**src/rtl/pipe_pkg.sv**
```systemverilog
// Shared types for the pipeline hazard/control unit:
// stage records, forwarding encodings, branch-stage constants.
package pipe_pkg;

    localparam int REG_AW_MAX = 8;

    localparam logic [1:0] FWD_RF    = 2'b00;
    localparam logic [1:0] FWD_EXMEM = 2'b01;
    localparam logic [1:0] FWD_MEMWB = 2'b10;

    localparam int BR_EX  = 1;
    localparam int BR_MEM = 2;

    typedef logic [REG_AW_MAX-1:0] reg_t;

    typedef struct packed {
        logic vld;
        reg_t dst;
        logic regwrite;
        logic memread;
        reg_t rs;
        reg_t rt;
        logic use_rs;
        logic use_rt;
    } stage_rec_t;

    // r0 is hardwired zero, so it can never be a hazard source
    function automatic logic rec_match(input stage_rec_t s, input reg_t r);
        return s.vld & s.regwrite & (s.dst == r) & (r != '0);
    endfunction

    function automatic logic [1:0] fwd_sel(
        input stage_rec_t mem,
        input stage_rec_t wb,
        input logic       use_r,
        input reg_t       r
    );
        if (use_r && rec_match(mem, r)) return FWD_EXMEM;
        if (rec_match(wb, r)) return FWD_MEMWB;
        return FWD_RF;
    endfunction

endpackage

```
**src/rtl/pipe_hazard_ctrl_if.sv**
```systemverilog
// ID-stage hazard query bundle and the control/forwarding answers.
// master = pipeline side driving the ID record, slave = hazard unit.
interface pipe_hazard_ctrl_if #(
    parameter int REG_AW = 5,
    parameter int CNT_W  = 16
);
    logic              id_valid_i;
    logic [REG_AW-1:0] id_rs_i;
    logic [REG_AW-1:0] id_rt_i;
    logic              id_use_rs_i;
    logic              id_use_rt_i;
    logic [REG_AW-1:0] id_dst_i;
    logic              id_regwrite_i;
    logic              id_memread_i;
    logic              branch_taken_i;
    logic              stall_o;
    logic              flush_o;
    logic [1:0]        fwd_a_o;
    logic [1:0]        fwd_b_o;
    logic              id_byp_rs_o;
    logic              id_byp_rt_o;
    logic [2:0]        stage_vld_o;
    logic [CNT_W-1:0]  stall_cnt_o;
    logic [CNT_W-1:0]  flush_cnt_o;

    modport master (
        output id_valid_i, id_rs_i, id_rt_i,
        output id_use_rs_i, id_use_rt_i,
        output id_dst_i, id_regwrite_i, id_memread_i,
        output branch_taken_i,
        input  stall_o, flush_o, fwd_a_o, fwd_b_o,
        input  id_byp_rs_o, id_byp_rt_o, stage_vld_o,
        input  stall_cnt_o, flush_cnt_o
    );

    modport slave (
        input  id_valid_i, id_rs_i, id_rt_i,
        input  id_use_rs_i, id_use_rt_i,
        input  id_dst_i, id_regwrite_i, id_memread_i,
        input  branch_taken_i,
        output stall_o, flush_o, fwd_a_o, fwd_b_o,
        output id_byp_rs_o, id_byp_rt_o, stage_vld_o,
        output stall_cnt_o, flush_cnt_o
    );
endinterface

```
**src/rtl/pipe_hazard_ctrl_sat_counter.sv**
```systemverilog
// Saturating event counter used for stall/flush statistics.
module sat_counter #(
    parameter int CNT_W = 16
) (
    input  logic             clk_i,
    input  logic             rst_i,
    input  logic             inc_i,
    output logic [CNT_W-1:0] cnt_o
);
    logic [CNT_W-1:0] cnt_q;

    always_ff @(posedge clk_i) begin
        if (rst_i) begin
            cnt_q <= '0;
        end else if (inc_i && (cnt_q != '1)) begin
            cnt_q <= cnt_q + CNT_W'(1);
        end
    end

    assign cnt_o = cnt_q;
endmodule

```
**src/rtl/pipe_hazard_ctrl.sv**
```systemverilog
// Hazard/pipeline control: EX/MEM/WB scoreboard, stall, flush, forwarding.
// FORWARD_EN defined: EX forwarding + load-use stall; undefined: stall-only.
module pipe_hazard_ctrl
    import pipe_pkg::*;
#(
    parameter int REG_AW   = 5,
    parameter int CNT_W    = 16,
    parameter int BR_STAGE = 2
) (
    input  logic            clk_i,
    input  logic            rst_i,
    pipe_hazard_ctrl_if.slave hz
);
    if (REG_AW > REG_AW_MAX ||
        (BR_STAGE != BR_EX && BR_STAGE != BR_MEM)) begin : g_bad_cfg
        $error("pipe_hazard_ctrl: unsupported REG_AW/BR_STAGE");
    end

    stage_rec_t id_rec;
    stage_rec_t ex_q;
    stage_rec_t mem_q;
    stage_rec_t wb_q;
    logic       ex_hit;
    logic       stall_raw;
    logic       stall;
    logic       flush;

    always_comb begin
        id_rec          = '0;
        id_rec.vld      = hz.id_valid_i;
        id_rec.dst      = reg_t'(hz.id_dst_i);
        id_rec.regwrite = hz.id_regwrite_i;
        id_rec.memread  = hz.id_memread_i;
        id_rec.rs       = reg_t'(hz.id_rs_i);
        id_rec.rt       = reg_t'(hz.id_rt_i);
        id_rec.use_rs   = hz.id_use_rs_i;
        id_rec.use_rt   = hz.id_use_rt_i;
    end

    assign ex_hit = (id_rec.use_rs & rec_match(ex_q, id_rec.rs)) |
                    (id_rec.use_rt & rec_match(ex_q, id_rec.rt));

`ifdef FORWARD_EN
    assign stall_raw  = ex_hit & ex_q.memread;
    assign hz.fwd_a_o = fwd_sel(mem_q, wb_q, ex_q.use_rs, ex_q.rs);
    assign hz.fwd_b_o = fwd_sel(mem_q, wb_q, ex_q.use_rt, ex_q.rt);
`else
    logic mem_hit;

    // Without forwarding the consumer waits until the producer reaches WB
    assign mem_hit = (id_rec.use_rs & rec_match(mem_q, id_rec.rs)) |
                     (id_rec.use_rt & rec_match(mem_q, id_rec.rt));
    assign stall_raw  = ex_hit | mem_hit;
    assign hz.fwd_a_o = FWD_RF;
    assign hz.fwd_b_o = FWD_RF;
`endif

    // A taken branch squashes the consumer, so it never stalls
    assign flush = hz.branch_taken_i;
    assign stall = hz.id_valid_i & stall_raw & ~flush;

    always_ff @(posedge clk_i) begin
        if (rst_i) begin
            ex_q  <= '0;
            mem_q <= '0;
            wb_q  <= '0;
        end else begin
            wb_q  <= mem_q;
            mem_q <= (flush && BR_STAGE == BR_MEM) ? '0 : ex_q;
            ex_q  <= (stall || flush || !hz.id_valid_i) ? '0 : id_rec;
        end
    end

    assign hz.stall_o     = stall;
    assign hz.flush_o     = flush;
    assign hz.id_byp_rs_o = hz.id_use_rs_i & rec_match(wb_q, id_rec.rs);
    assign hz.id_byp_rt_o = hz.id_use_rt_i & rec_match(wb_q, id_rec.rt);
    assign hz.stage_vld_o = {wb_q.vld, mem_q.vld, ex_q.vld};

    sat_counter #(.CNT_W(CNT_W)) u_stall_cnt (
        .clk_i (clk_i),
        .rst_i (rst_i),
        .inc_i (stall),
        .cnt_o (hz.stall_cnt_o)
    );

    sat_counter #(.CNT_W(CNT_W)) u_flush_cnt (
        .clk_i (clk_i),
        .rst_i (rst_i),
        .inc_i (flush),
        .cnt_o (hz.flush_cnt_o)
    );

    logic unused_wb;
    assign unused_wb = ^{wb_q.memread, wb_q.rs, wb_q.rt,
                         wb_q.use_rs, wb_q.use_rt};
endmodule

```
**src/flat_wrapper.sv**
```systemverilog
// flat-port wrapper written by rule: the top's interface ports become plain ports
module pipe_hazard_ctrl_flat import pipe_pkg::*;
#(
    parameter int REG_AW   = 5,
    parameter int CNT_W    = 16,
    parameter int BR_STAGE = 2
)
  (clk_i, rst_i, hz_id_valid_i, hz_id_rs_i, hz_id_rt_i, hz_id_use_rs_i, hz_id_use_rt_i, hz_id_dst_i, hz_id_regwrite_i, hz_id_memread_i, hz_branch_taken_i, hz_stall_o, hz_flush_o, hz_fwd_a_o, hz_fwd_b_o, hz_id_byp_rs_o, hz_id_byp_rt_o, hz_stage_vld_o, hz_stall_cnt_o, hz_flush_cnt_o);
  pipe_hazard_ctrl_if #(.REG_AW(REG_AW), .CNT_W(CNT_W)) hz_i ();
  input  logic clk_i;
  input  logic rst_i;
  input wire logic [$bits(hz_i.id_valid_i)-1:0] hz_id_valid_i;
  input wire logic [$bits(hz_i.id_rs_i)-1:0] hz_id_rs_i;
  input wire logic [$bits(hz_i.id_rt_i)-1:0] hz_id_rt_i;
  input wire logic [$bits(hz_i.id_use_rs_i)-1:0] hz_id_use_rs_i;
  input wire logic [$bits(hz_i.id_use_rt_i)-1:0] hz_id_use_rt_i;
  input wire logic [$bits(hz_i.id_dst_i)-1:0] hz_id_dst_i;
  input wire logic [$bits(hz_i.id_regwrite_i)-1:0] hz_id_regwrite_i;
  input wire logic [$bits(hz_i.id_memread_i)-1:0] hz_id_memread_i;
  input wire logic [$bits(hz_i.branch_taken_i)-1:0] hz_branch_taken_i;
  output wire logic [$bits(hz_i.stall_o)-1:0] hz_stall_o;
  output wire logic [$bits(hz_i.flush_o)-1:0] hz_flush_o;
  output wire logic [$bits(hz_i.fwd_a_o)-1:0] hz_fwd_a_o;
  output wire logic [$bits(hz_i.fwd_b_o)-1:0] hz_fwd_b_o;
  output wire logic [$bits(hz_i.id_byp_rs_o)-1:0] hz_id_byp_rs_o;
  output wire logic [$bits(hz_i.id_byp_rt_o)-1:0] hz_id_byp_rt_o;
  output wire logic [$bits(hz_i.stage_vld_o)-1:0] hz_stage_vld_o;
  output wire logic [$bits(hz_i.stall_cnt_o)-1:0] hz_stall_cnt_o;
  output wire logic [$bits(hz_i.flush_cnt_o)-1:0] hz_flush_cnt_o;
  assign hz_i.id_valid_i = hz_id_valid_i;
  assign hz_i.id_rs_i = hz_id_rs_i;
  assign hz_i.id_rt_i = hz_id_rt_i;
  assign hz_i.id_use_rs_i = hz_id_use_rs_i;
  assign hz_i.id_use_rt_i = hz_id_use_rt_i;
  assign hz_i.id_dst_i = hz_id_dst_i;
  assign hz_i.id_regwrite_i = hz_id_regwrite_i;
  assign hz_i.id_memread_i = hz_id_memread_i;
  assign hz_i.branch_taken_i = hz_branch_taken_i;
  assign hz_stall_o = hz_i.stall_o;
  assign hz_flush_o = hz_i.flush_o;
  assign hz_fwd_a_o = hz_i.fwd_a_o;
  assign hz_fwd_b_o = hz_i.fwd_b_o;
  assign hz_id_byp_rs_o = hz_i.id_byp_rs_o;
  assign hz_id_byp_rt_o = hz_i.id_byp_rt_o;
  assign hz_stage_vld_o = hz_i.stage_vld_o;
  assign hz_stall_cnt_o = hz_i.stall_cnt_o;
  assign hz_flush_cnt_o = hz_i.flush_cnt_o;
  pipe_hazard_ctrl #(.REG_AW(REG_AW), .CNT_W(CNT_W), .BR_STAGE(BR_STAGE)) u_core (.clk_i(clk_i), .rst_i(rst_i), .hz(hz_i));
endmodule
```
**config.mk**
```make
export PLATFORM = sky130hd
export DESIGN_NAME = pipe_hazard_ctrl_flat
export DESIGN_NICKNAME = d
export VERILOG_FILES = /design/src/rtl/pipe_pkg.sv /design/src/rtl/pipe_hazard_ctrl_if.sv /design/src/rtl/pipe_hazard_ctrl_sat_counter.sv /design/src/rtl/pipe_hazard_ctrl.sv /design/src/flat_wrapper.sv
export SDC_FILE = /design/constraint.sdc
export NUM_CORES = 1
export LEC_CHECK = 0
export BUFFER_PORTS_ARGS = -buffer_cell sky130_fd_sc_hd__buf_2
export CORE_UTILIZATION = 36
export CTS_BUF_LIST = sky130_fd_sc_hd__clkbuf_8
export DETAILED_ROUTE_END_ITERATION = 6
export GPL_TIMING_DRIVEN = 0
export SLEW_MARGIN = 20
export SYNTH_ARGS = -nofsm -noshare
export SYNTH_HDL_FRONTEND = slang
export SYNTH_SLANG_ARGS = --single-unit
```
**constraint.sdc**
```tcl
create_clock -name clk_i -period 2.5 [get_ports clk_i]
set_clock_uncertainty 0.1 [all_clocks]
set_input_delay 0.25 -clock clk_i [delete_from_list [all_inputs] [get_ports clk_i]]
set_output_delay 0.25 -clock clk_i [all_outputs]
set_load 0.01 [all_outputs]
```
==> summary.txt <==
Outcome
  – Run status: completed

Placement
  – Gp weighted congestion: 0.846
  – # port buffers: a little under 60
  – Detailed placement HPWL: about 4200 um
  – Placed Cells incl. Taps: 449

Final layout
  – Register Area: between 0.001 and 0.0015 mm^2
  – Layout-stage area growth over the synthesis result: 21.5%
  – Number of diodes: 0
  – Layout cells sized above 1: 25.1%
  – Fill cells: just over 700
  – Final core utilization: 45.5%
  – Nets: between 300 and 400
  – Final Instance Count excl. Fillers: 459
  – Total area of multi-input combinational cells: between 0.001 and 0.0015 mm^2

Clock tree
  – Num Clock Sinks: 53
  – Post-cts sizing count: 0
  – Buffer type at the clock tree root: sky130_fd_sc_hd__clkbuf_8
  – H-tree lvl count: 2
  – Insertion delay to the later sink of the worst-skew pair: 0.31 ns
  – CTS tree: yes
  – Number of CTS-inserted buffers: 5
  – CTS max path bufs: 2
  – Clock transition at the register clock pins on the worst setup and hold paths after CTS: 0.09 ns

Synth
  – Count of warnings emitted by yosys: 0
  – Count of unique library cells instantiated by Yosys: 38
  – EDFF count, synth: 0
  – Synth Register Bits: 53
  – Number of cells produced by synthesis: 291
  – Leading post-synthesis cells by instance count: sky130_fd_sc_hd__dfxtp_1, sky130_fd_sc_hd__nor2_1, sky130_fd_sc_hd__xnor2_1
  – Yosys top cell area share: 41.2%
  – Largest area contributor in the netlist: sky130_fd_sc_hd__dfxtp_1
  – Average cell area after synthesis: 8.85 um^2
  – Biggest area contributors in the synthesized netlist: sky130_fd_sc_hd__dfxtp_1, sky130_fd_sc_hd__xnor2_1, sky130_fd_sc_hd__xor2_1
  – Proportion of register bits with asynchronous set or reset after synthesis: 0%
  – Mapped cell area: 0.00257 mm^2
  – Primary FF master, synth: sky130_fd_sc_hd__dfxtp_1
  – Leading cell type by number of instances after synthesis: sky130_fd_sc_hd__dfxtp_1
  – Fraction of the yosys area taken by sequential cells: approximately two fifths

Setup path
  – Crit-path most repeated cell: sky130_fd_sc_hd__nor4_1
  – Critical path endpoint category: flop
  – Worst-case register-to-register setup slack: 0.20 ns
  – Biggest fanout along the worst timing path: 10
  – Startpoint of the worst register-to-register path: u_core.ex_q[23]$_SDFF_PP0_
  – Critical path origin: u_core.ex_q[23]$_SDFF_PP0_
  – Arrival time reported for the critical path endpoint: 2.40 ns
  – Nature of the critical path startpoint: flop
  – Critical setup path kind: flop to flop
  – Required time worst endpoint: roughly 2.6 ns
  – Cell breakdown of the critical path: xnor2_1, nand3_1, nor4_1, o211ai_1, and2_4, buf_6, nor4_1, mux2_2
  – Crit-path max cell delay: 0.38 ns
  – Critical-path top delay cell: sky130_fd_sc_hd__dfxtp_1

Global routing
  – Fraction of met3 tracks used by global routing: 4.76%
  – Tot GR Track Use: roughly 15%
  – Vias in the first global route: just under 2000
  – Most heavily used metal layer in global routing: met2
  – GR Util met1: 19.7%
  – Remaining global-route overflow: 0
  – First-pass GRT wire length: between 8000 and 9000 um
  – Met2 track demand over resource in global routing: 23.7%
  – Maximum number of pins on one net before global-route repair: 17
  – Number of antenna violations at the first check in global routing: 0

Drt
  – Vias after detailed routing: 2206
  – Antenna Nets Post-Route: 0
  – Final routed DRC violation total: 0
  – Number of violations reported at the end of detailed-routing iteration 0: just under 80
  – Post-detailed-routing wire length: 5500 um
  – Average detailed-routed wire length per instance: 12.0 um
  – Total iterations of the first detailed-routing run: 4
  – Average via count per standard cell: around 4.8

Timing
  – Setup repair after global routing missed its margin: false
  – Setup Total Neg Slack: 0 ns
  – Share of the cycle needed by the critical path after routing: between 90% and 100%
  – Max-Slew Margin vs Limit: 65.4%
  – Final min period: roughly 2.3 ns
  – Actual slew at the worst max-slew pin: 0.515 ns
  – Hold Fails Final Rpt: 0
  – Setup Viol. Count Final: 0
  – Number of max-slew violations in the final report: 0
  – Fmax: 434 MHz

Die
  – Starting density of the core: between 30% and 40%
  – Die Span Y: 86.6 um
  – Die Area: 0.00750 mm^2
  – DIE WIDTH: 86.6 um
  – Standard-cell row count: 30
  – Core Region: between 0.006 and 0.007 mm^2
  – Boundary pin count: 66

Power and ir drop
  – Power per unit of standard cell area: 496 mW/mm^2
  – Worst supply voltage drop on vdd: slightly below 300 uV
  – Pwr Total: 1.55 mW
  – Leakage power: 1.29 nW

Run
  – Number of max-cap violations: 0

Min path
  – Path category of the worst min-delay check: primary input to flop
  – Hold path start: hz_id_dst_i[3]
==> report_power, final <==
group          switching, mW  internal [mW]  total, mW  leakage [nW]
clock                  0.278          0.297      0.575        0.0595
combinational         0.0625         0.0545      0.117         0.800
sequential           0.00817          0.852      0.860         0.428
==> metrics by stage <==
stage          instance area (um^2)  hold WS, ns  worst slack, ns
6_report                       3130       0.0404            0.196
3_3_place_gp                   3000        0.341           0.0739
5_1_grt                        3130       0.0315           0.0540
2_1_floorplan                  2590        0.272            0.350
4_1_cts                        3110       0.0322            0.103
3_5_place_dp                   3000        0.347           0.0685
==> metal layers <==
layer  wire length (um)  vias up
met5                  0        -
met4                 97        0
met3                330        9
met2               2480       56
met1               2590     1005
li1                   -     1136
==> cells in the final DEF (no fill, tap or decap), types with 6 or more instances in the layout <==
| cell | n |
|---|---|
| sky130_fd_sc_hd__nor2b_1 | 10 |
| sky130_fd_sc_hd__and3_1 | 7 |
| sky130_fd_sc_hd__and2_1 | 13 |
| sky130_fd_sc_hd__clkbuf_1 | 6 |
| sky130_fd_sc_hd__xnor2_1 | 24 |
| sky130_fd_sc_hd__buf_2 | 60 |
| sky130_fd_sc_hd__nand3_1 | 21 |
| sky130_fd_sc_hd__or4_1 | 8 |
| sky130_fd_sc_hd__nand4_1 | 7 |
| sky130_fd_sc_hd__nand2_1 | 13 |
| sky130_fd_sc_hd__inv_1 | 6 |
| sky130_fd_sc_hd__nor4_1 | 8 |
| sky130_fd_sc_hd__buf_4 | 10 |
| sky130_fd_sc_hd__nor2_1 | 34 |
| sky130_fd_sc_hd__xor2_1 | 22 |
| sky130_fd_sc_hd__a21oi_1 | 11 |
| sky130_fd_sc_hd__dfxtp_1 | 53 |
==> cell families after synthesis <==
family | synth area share, %
fa+ha+maj | 0.972
xor+xnor | 15.6
flops | 41.2
mux | 2.53
compound gates | 6.66
other cells | 0.146
buf+inv | 5.15
simple gates | 27.7
==> final timing paths <==
path,endpoint,depth (start not counted)
setup / recovery,u_core.u_stall_cnt.cnt_o[15]$_SDFFE_PP0P_,8
hold reg to reg,u_core.mem_q[19]$_SDFF_PP0_,1
hold / removal,u_core.ex_q[23]$_SDFF_PP0_,2
setup reg to reg,u_core.u_stall_cnt.cnt_o[15]$_SDFFE_PP0P_,8
==> repair_timing <==
item                                    in CTS  in global routing
hold buffers                                 0                  0
endpoints found under the setup margin       0                  6
setup buffers                                0                  2
==> worst max-delay path: cells and delay by family, from the launching register on <==
family,cells,cell delay (ns)
compound gates,1,0.16
xor+xnor,1,0.14
buf+inv,1,0.13
flops,1,0.38
mux,1,0.37
simple gates,4,0.91
==> area by class of cell <==
class,instances,area share (%)
timing repair buffer,61,9.92
tap,96,3.84
clock inverter,3,1.36
buffer,18,3.64
sequential,53,33.9
multi-input combinational,218,44.5
inverter,5,0.600
clock buffer,5,2.20
==> state kept, by name (all words and copies together), names as in the netlist <==
name and flops:
u_core.u_flush_cnt.cnt_o 16, u_core.mem_q 6, u_core.ex_q 6, u_core.wb_q 6
u_core.hz.stage_vld_o 3, u_core.u_stall_cnt.cnt_o 16
No activity file was read; power rests on OpenSTA's default activity.
